[src/rtl/ldd_toggle_monitor.sv]
// Switching-activity monitor for the ldd decoder output: sums per-sample toggle counts over a window
// and hands each window total downstream. Optional peak tracking is built when LDD_TOGGLE_PEAK_EN is defined.
//
// state | meaning
// IDLE  | waiting for the first sample, which only primes prev
// RUN   | scoring accepted samples into the window accumulator
// HOLD  | window result presented on win_*, waiting for win_ready
module ldd_toggle_monitor #(
  parameter int WIDTH  = 19,
  parameter int WINDOW = 256,
  parameter int ACC_W  = 16,
  localparam int PK_W  = $clog2(WIDTH + 1)
) (
  input  logic             clk,
  input  logic             rst_n,
  input  logic             clear,
  input  logic             in_valid,
  output logic             in_ready,
  input  logic [WIDTH-1:0] in_vec,
  output logic             win_valid,
  input  logic             win_ready,
  output logic [ACC_W-1:0] win_toggles,
  output logic [PK_W-1:0]  win_peak,
  output logic             win_ovf,
  output logic             busy
);

  localparam int CNT_W = $clog2(WINDOW + 1);

  typedef enum logic [1:0] {IDLE, RUN, HOLD} state_t;

  state_t           state, state_nxt;
  logic [WIDTH-1:0] prev;
  logic [ACC_W-1:0] acc;
  logic [CNT_W-1:0] cnt;
  logic             ovf;
  logic [ACC_W-1:0] win_toggles_r;
  logic             win_ovf_r;

  logic [WIDTH-1:0] diff;
  logic [PK_W-1:0]  toggles;
  logic [ACC_W:0]   sum;
  logic [ACC_W-1:0] acc_nxt;
  logic             ovf_nxt;
  logic             accept;
  logic             score;
  logic             last;
  logic             handshake;

  assign accept    = in_valid && in_ready;
  assign score     = accept && (state == RUN);
  assign last      = (cnt == CNT_W'(WINDOW - 1));
  assign handshake = win_valid && win_ready;

  always_comb begin
    diff    = in_vec ^ prev;
    toggles = '0;
    for (int i = 0; i < WIDTH; i++) begin
      toggles = toggles + PK_W'(diff[i]);
    end
  end

  // One extra bit catches the carry so the accumulator can clip instead of wrapping.
  assign sum     = {1'b0, acc} + (ACC_W + 1)'(toggles);
  assign acc_nxt = sum[ACC_W] ? '1 : sum[ACC_W-1:0];
  assign ovf_nxt = ovf | sum[ACC_W];

  always_ff @(posedge clk) begin
    if (!rst_n) begin
      state <= IDLE;
    end else begin
      state <= state_nxt;
    end
  end

  always_comb begin
    state_nxt = state;
    unique case (state)
      IDLE:    if (accept) state_nxt = RUN;
      RUN:     if (accept && last) state_nxt = HOLD;
      HOLD:    if (win_ready) state_nxt = RUN;
      default: state_nxt = IDLE;
    endcase
    if (clear) state_nxt = IDLE;
  end

  always_comb begin
    in_ready  = (state != HOLD);
    win_valid = (state == HOLD);
    busy      = (state != IDLE);
  end

  always_ff @(posedge clk) begin
    if (!rst_n || clear) begin
      prev          <= '0;
      acc           <= '0;
      cnt           <= '0;
      ovf           <= 1'b0;
      win_toggles_r <= '0;
      win_ovf_r     <= 1'b0;
    end else begin
      if (accept) prev <= in_vec;
      if (score) begin
        acc <= acc_nxt;
        ovf <= ovf_nxt;
        cnt <= cnt + 1'b1;
        if (last) begin
          win_toggles_r <= acc_nxt;
          win_ovf_r     <= ovf_nxt;
        end
      end else if (handshake) begin
        // prev is kept so the next window scores continuity against the last sample
        acc <= '0;
        ovf <= 1'b0;
        cnt <= '0;
      end
    end
  end

  assign win_toggles = win_toggles_r;
  assign win_ovf     = win_ovf_r;

`ifdef LDD_TOGGLE_PEAK_EN
  logic [PK_W-1:0] peak;
  logic [PK_W-1:0] peak_nxt;
  logic [PK_W-1:0] win_peak_r;

  assign peak_nxt = (toggles > peak) ? toggles : peak;

  always_ff @(posedge clk) begin
    if (!rst_n || clear) begin
      peak       <= '0;
      win_peak_r <= '0;
    end else if (score) begin
      peak <= peak_nxt;
      if (last) win_peak_r <= peak_nxt;
    end else if (handshake) begin
      peak <= '0;
    end
  end

  assign win_peak = win_peak_r;
`else
  assign win_peak = '0;
`endif

endmodule

[config.mk]
export PLATFORM = sky130hd
export DESIGN_NAME = ldd_toggle_monitor
export DESIGN_NICKNAME = d
export VERILOG_FILES = /design/src/rtl/ldd_toggle_monitor.sv
export SDC_FILE = /design/constraint.sdc
export NUM_CORES = 1
export LEC_CHECK = 0
export BUFFER_PORTS_ARGS = -buffer_cell sky130_fd_sc_hd__buf_2
export CAP_MARGIN = 20
export CELL_PAD_IN_SITES_DETAIL_PLACEMENT = 1
export CELL_PAD_IN_SITES_GLOBAL_PLACEMENT = 1
export CORE_MARGIN = 4
export CORE_UTILIZATION = 48
export CTS_BUF_LIST = sky130_fd_sc_hd__clkbuf_2
export DETAILED_ROUTE_END_ITERATION = 16
export PLACE_DENSITY = 0.94
export SLEW_MARGIN = 0
export SYNTH_ARGS = -nofsm -noshare
export SYNTH_HDL_FRONTEND = slang
export SYNTH_SLANG_ARGS = --single-unit
[constraint.sdc]
create_clock -name clk -period 11.8 [get_ports clk]
set_clock_uncertainty 0.05 [all_clocks]
set_input_delay 1.18 -clock clk [delete_from_list [all_inputs] [get_ports clk]]
set_output_delay 1.18 -clock clk [all_outputs]
set_load 0.02 [all_outputs]
=== Word-level counts from Yosys, hierarchy flattened ===
Index checks and enable logic that the tools add are counted.

* Flip-flop bits (word level): 64
* Latch bits: 0
* Bits in writable memories: 0
* Bits in read-only memories: 0
* Input bits: 24
* Output and inout port bits: 25
* Logic and storage cells: 60
* Memories: 0

* $add $sub $neg: 20
* Multiply operators: 0
* Divide/modulo/power cells: 0
* $lt $le $gt $ge: 0
* Equality and inequality tests: 7
* Shift-type cells: 0
* Mux-type cells: 11
* Bitwise gates (word level): 3
* Reduce and logical (&&, ||, !) cells: 12

{| class="wikitable"
|+ Operator list
! cell !! number
|-
| $add A5 B1 Y5 || 14
|-
| $mux W16 || 3
|-
| $xor A19 B19 Y19 || 1
|-
| $mux W9 || 2
|-
| $add A16 B5 Y17 || 1
|-
| $add A9 B1 Y9 const B || 1
|-
| $eq A9 B8 Y1 const B || 1
|-
| $mux W2 || 3
|-
| $pmux W2 S3 || 1
|-
| $add A4 B1 Y5 || 1
|-
| $add A3 B1 Y4 || 1
|-
| $logic_and A1 B1 Y1 || 4
|-
| $ne A2 B1 Y1 const B || 2
|-
| $ne A2 B2 Y1 const B || 2
|-
| $reduce_bool A2 Y1 || 2
|-
| $add A2 B1 Y3 || 1
|-
| $reduce_and A3 Y1 || 1
|-
| $add A1 B1 Y2 || 1
|-
| $eq A2 B1 Y1 const B || 1
|-
| $eq A2 B2 Y1 const B || 1
|-
| $logic_not A2 Y1 || 1
|-
| $mux W1 || 2
|-
| $reduce_and A2 Y1 || 1
|-
| $reduce_or A2 Y1 || 1
|-
| 4 further kinds || 4
|}

=== Depth between registers and ports, before layout ===
* Depth in word-level cells: 22
* Gate-level depth with buffers: 17
* Gate-level depth less buffers: 16

=== Worst setup path after synthesis ===
Ideal clock, no wire load.

* Path type: in2reg
* Start point: in in_vec[0]
* End point: reg win_toggles_r[11], in the netlist win_toggles[11]
* Library setup time: 0.137 ns
* Arrival time: 5.625 ns
* Required time: 11.613 ns
* Path slack: 5.988 ns
* Cell stages on the path: 14
* Buffers on the path: 0
* Cell sequence: xor2_1 fa_1 fa_1 fa_1 inv_1 fa_1 fa_1 inv_1 ha_1 fa_1 a21oi_1 o221ai_2 a31oi_1 a21oi_1

* Longest elaborated chain between the ends: 21

{| class="wikitable"
|+ Ends and longest elaborated chain
! item !! RTL line !! RTL
|-
| from (decl) || 19 || <nowiki>input logic [WIDTH-1:0] in_vec,</nowiki>
|-
| $xor A19 B19 Y19 || 56 || <nowiki>diff = in_vec ^ prev;</nowiki>
|-
| $add A1 B1 Y2 || 59 || <nowiki>toggles = toggles + PK_W'(diff[i]);</nowiki>
|-
| $add A2 B1 Y3 || 59 ||
|-
| $add A3 B1 Y4 || 59 ||
|-
| $add A4 B1 Y5 || 59 ||
|-
| $add A5 B1 Y5 (14 in series) || 59 ||
|-
| $add A16 B5 Y17 || 64 || <nowiki>assign sum = {1'b0, acc} + (ACC_W + 1)'(toggles);</nowiki>
|-
| $mux W16 || 65 || <nowiki>assign acc_nxt = sum[ACC_W] ? '1 : sum[ACC_W-1:0];</nowiki>
|-
| to (signal assigned) || 108 || <nowiki>win_toggles_r <= acc_nxt;</nowiki>
|-
| to (decl) || 37 || <nowiki>logic [ACC_W-1:0] win_toggles_r;</nowiki>
|}

Every way passes these cells.
A chain may end at the register's enable or synchronous reset.

=== Final worst setup path ===
* Start point: in in_vec[0]
* End point: reg win_toggles_r[5], in the netlist win_toggles[5]

The elaborated chain is that of the path after synthesis.

==> impl_metrics.env <==
export IMPL_layout_commonest_cell="nand2_1"
export IMPL_clkTransAtPathRegs_ns=0.18
export IMPL_antenna_found_initial=0
export IMPL_cts_buffer_depth=2
export IMPL_critPathKind="input pin to flip-flop"
export IMPL_wl_um=9890
export IMPL_insertion_delay_ns=0.53
export IMPL_fin_crit_sh_pct=49.8
export IMPL_io_pin_count=49
export IMPL_synth_edf_count=0
export IMPL_cp_required_ns=12.14
export IMPL_peakVddDrop_v=0.0000906
export IMPL_avgSynthCellArea_sq_um=8.46
export IMPL_synth_area_leaders="dfxtp_1 (35%), fa_1 (7.7%), a21oi_1 (7.4%), nand2_1 (6.7%), ha_1 (5.1%)"
export IMPL_drtAntennaViolNets=0
export IMPL_start_util_pct=49.7
export IMPL_hold_violations=0
export IMPL_hold_class="flip-flop to flip-flop"
export IMPL_first_pass_iters=4
export IMPL_grt_max_degree=45
export IMPL_whs_ns=0.432
export IMPL_gp_congestion=0.843
export IMPL_dieArea_sq_um=9050
export IMPL_synth_area_sq_um=3640
export IMPL_power_total_uw=655
export IMPL_synth_seq_area_share_pct=35.2
export IMPL_drive_gt1_share_pct=16.8
export IMPL_end_kind="flip-flop"
export IMPL_clockRootBuffer="clkbuf_2"
export IMPL_chipWidth_um=95.1
export IMPL_status="completed"
export IMPL_placeableCoreArea_sq_um=7330
export IMPL_hold_buffers=0
export IMPL_period_needed_ns=5.87
export IMPL_relSlewSlack_pct=52.4
export IMPL_tritoncts="done"
export IMPL_insertedDiodeCount=0
export IMPL_grt_overflow=0
export IMPL_cp_startpoint="in_vec[0]"
export IMPL_area_growth_pct=10.2
export IMPL_post_drt_wl_per_cell_um=17.4
export IMPL_worstPathArrival_ns=6.21
export IMPL_remaining_drc_errors=0
export IMPL_synth_seq_cells=64
export IMPL_yosysWarnings=0
export IMPL_vias_per_cell=5.80
export IMPL_grt_use_total_pct=23.2
export IMPL_ys_types=55
export IMPL_grt_pass1_vias=3321
export IMPL_hp_start="prev[4]$_SDFFE_PP0P_"
export IMPL_yosysTopAreaCell="dfxtp_1"
export IMPL_io_buffer_count=43
export IMPL_ys_flop_type="dfxtp_1"
export IMPL_drt_iter0_drc=101
export IMPL_rsz0062_at_grt="false"
export IMPL_critPathMaxFanout=8
export IMPL_hpwlAfterDp_um=7060
export IMPL_worst_slew_pin_slew_ns=0.714
export IMPL_netlist_instances=431
export IMPL_ys_async_sr_fraction_pct=0
export IMPL_fin_area_sq_um=4020
export IMPL_grt_first_pass_wirelength_um=16200
export IMPL_layout_common_cells="nand2_1 (65), dfxtp_1 (64), a21oi_1 (54)"
export IMPL_rows=31
export IMPL_nNetsFinal=518
export IMPL_clock_sinks=64
export IMPL_via_count=3299
export IMPL_timing_rr_start="prev[0]$_SDFFE_PP0P_"
export IMPL_synth_top_area_share_pct=35.2
export IMPL_cts_resized=0
export IMPL_cts_made_buffers=9
export IMPL_die_y_um=95.1
export IMPL_tns_ns=0
export IMPL_fillers=891
export IMPL_cts_setup_buffers=0
export IMPL_maxCapViolations=0
export IMPL_pwr_density_cell_nw_per_um2=163
export IMPL_max_freq_ghz=0.170
export IMPL_post_route_util_pct=54.8
export IMPL_htreeDepth=3
export IMPL_slew_violations=0
export IMPL_p_leak_nw=1.64
export IMPL_post_dp_cell_area_sq_um=3880
export IMPL_startpoint_type="input pin"
export IMPL_setup_violations_final=0
-- final timing paths --
| path | to | slack [ns] | cells after the start |
|---|---|---|---|
| max | win_toggles[5]$_SDFFE_PP0P_ | 5.93 | 15 |
| max reg2reg | win_toggles[5]$_SDFFE_PP0P_ | 6.30 | 14 |
| min reg2reg | prev[4]$_SDFFE_PP0P_ | 0.43 | 2 |
| min | prev[4]$_SDFFE_PP0P_ | 0.43 | 2 |
-- metal layers --
layer	track usage [%]	part of all wire, %	up-vias
li1	-	-	1561
met4	10.5	2.0	0
met2	39.7	51	93
met3	3.79	4.8	20
met1	28.5	42	1625
met5	0	0	-
-- metrics by stage --
| step | instances | worst slack, ns |
|---|---|---|
| after detailed placement | 552 | 5.41 |
| after floorplan | 435 | 5.99 |
| after global placement | 552 | 5.63 |
| after global routing | 569 | 5.66 |
| after CTS | 568 | 5.88 |
| final | 569 | 5.93 |
-- worst max-delay path, cell delays in order --
cell and delay, ns:
buf_2 0.10, xor2_1 0.20, fa_1 0.49, fa_1 0.54, fa_1 0.57, inv_1 0.07, fa_1 0.51, fa_1 0.58
inv_1 0.05, ha_1 0.23, fa_1 0.43, a21oi_1 0.25, o221ai_2 0.27, a31oi_1 0.60, a21oi_1 0.13
-- logic make-up (layout without fill, tap and decap cells) --
kind of cell / Yosys count / after routing / share of synthesized area [%]
AOI/OAI and AO/OA: 122 / 122 / 20.5
xor gates and xnor gates: 30 / 30 / 7.21
adders and majority gates: 29 / 29 / 12.8
buffers and inverters: 46 / 81 / 5.84
DFF: 64 / 64 / 35.2
muxes: 3 / 3 / 0.927
other: 1 / 5 / 0.103
and+or+nand+nor: 136 / 136 / 17.5
-- synth_stat cells (3+ instances only) --
| cell type | instances |
|---|---|
| xnor2_1 | 11 |
| buf_4 | 5 |
| nand3b_1 | 3 |
| nor2_1 | 28 |
| nand3_1 | 15 |
| clkbuf_1 | 16 |
| nand2_1 | 65 |
| a211oi_1 | 4 |
| fa_1 | 14 |
| ha_1 | 15 |
| o21a_1 | 3 |
| nand4_1 | 3 |
| a31oi_1 | 4 |
| mux2_2 | 3 |
| a21oi_1 | 54 |
| xor2_1 | 19 |
| o21ai_0 | 28 |
| o211ai_1 | 5 |
| o311ai_0 | 3 |
| a21o_1 | 3 |
| inv_1 | 18 |
| nor3_1 | 6 |
| dfxtp_1 | 64 |
-- power breakdown --
part	internal [mW]	switching, mW	total [mW]
sequential	0.220	0.00273	0.223
combinational	0.108	0.167	0.275
clock	0.0698	0.0868	0.157
-- registers in the layout, indices dropped and copies added, names as in the netlist --
| name | count |
|---|---|
| win_toggles | 16 |
| ovf | 1 |
| win_ovf | 1 |
| state | 2 |
| cnt | 9 |
| acc | 16 |
| prev | 19 |
-- layout make-up --
class | instances | area (sq um) | area share (%)
clock buffers | 10 | 50.0 | 1.25
multi-input cells | 325 | 2170 | 53.9
inverters | 18 | 67.6 | 1.68
clock inverters | 6 | 83.8 | 2.09
repair buffers | 47 | 245 | 6.10
well taps | 99 | 124 | 3.08
flip-flops and latches | 64 | 1280 | 31.9
Note: power is estimated with default switching activity, not from simulation.
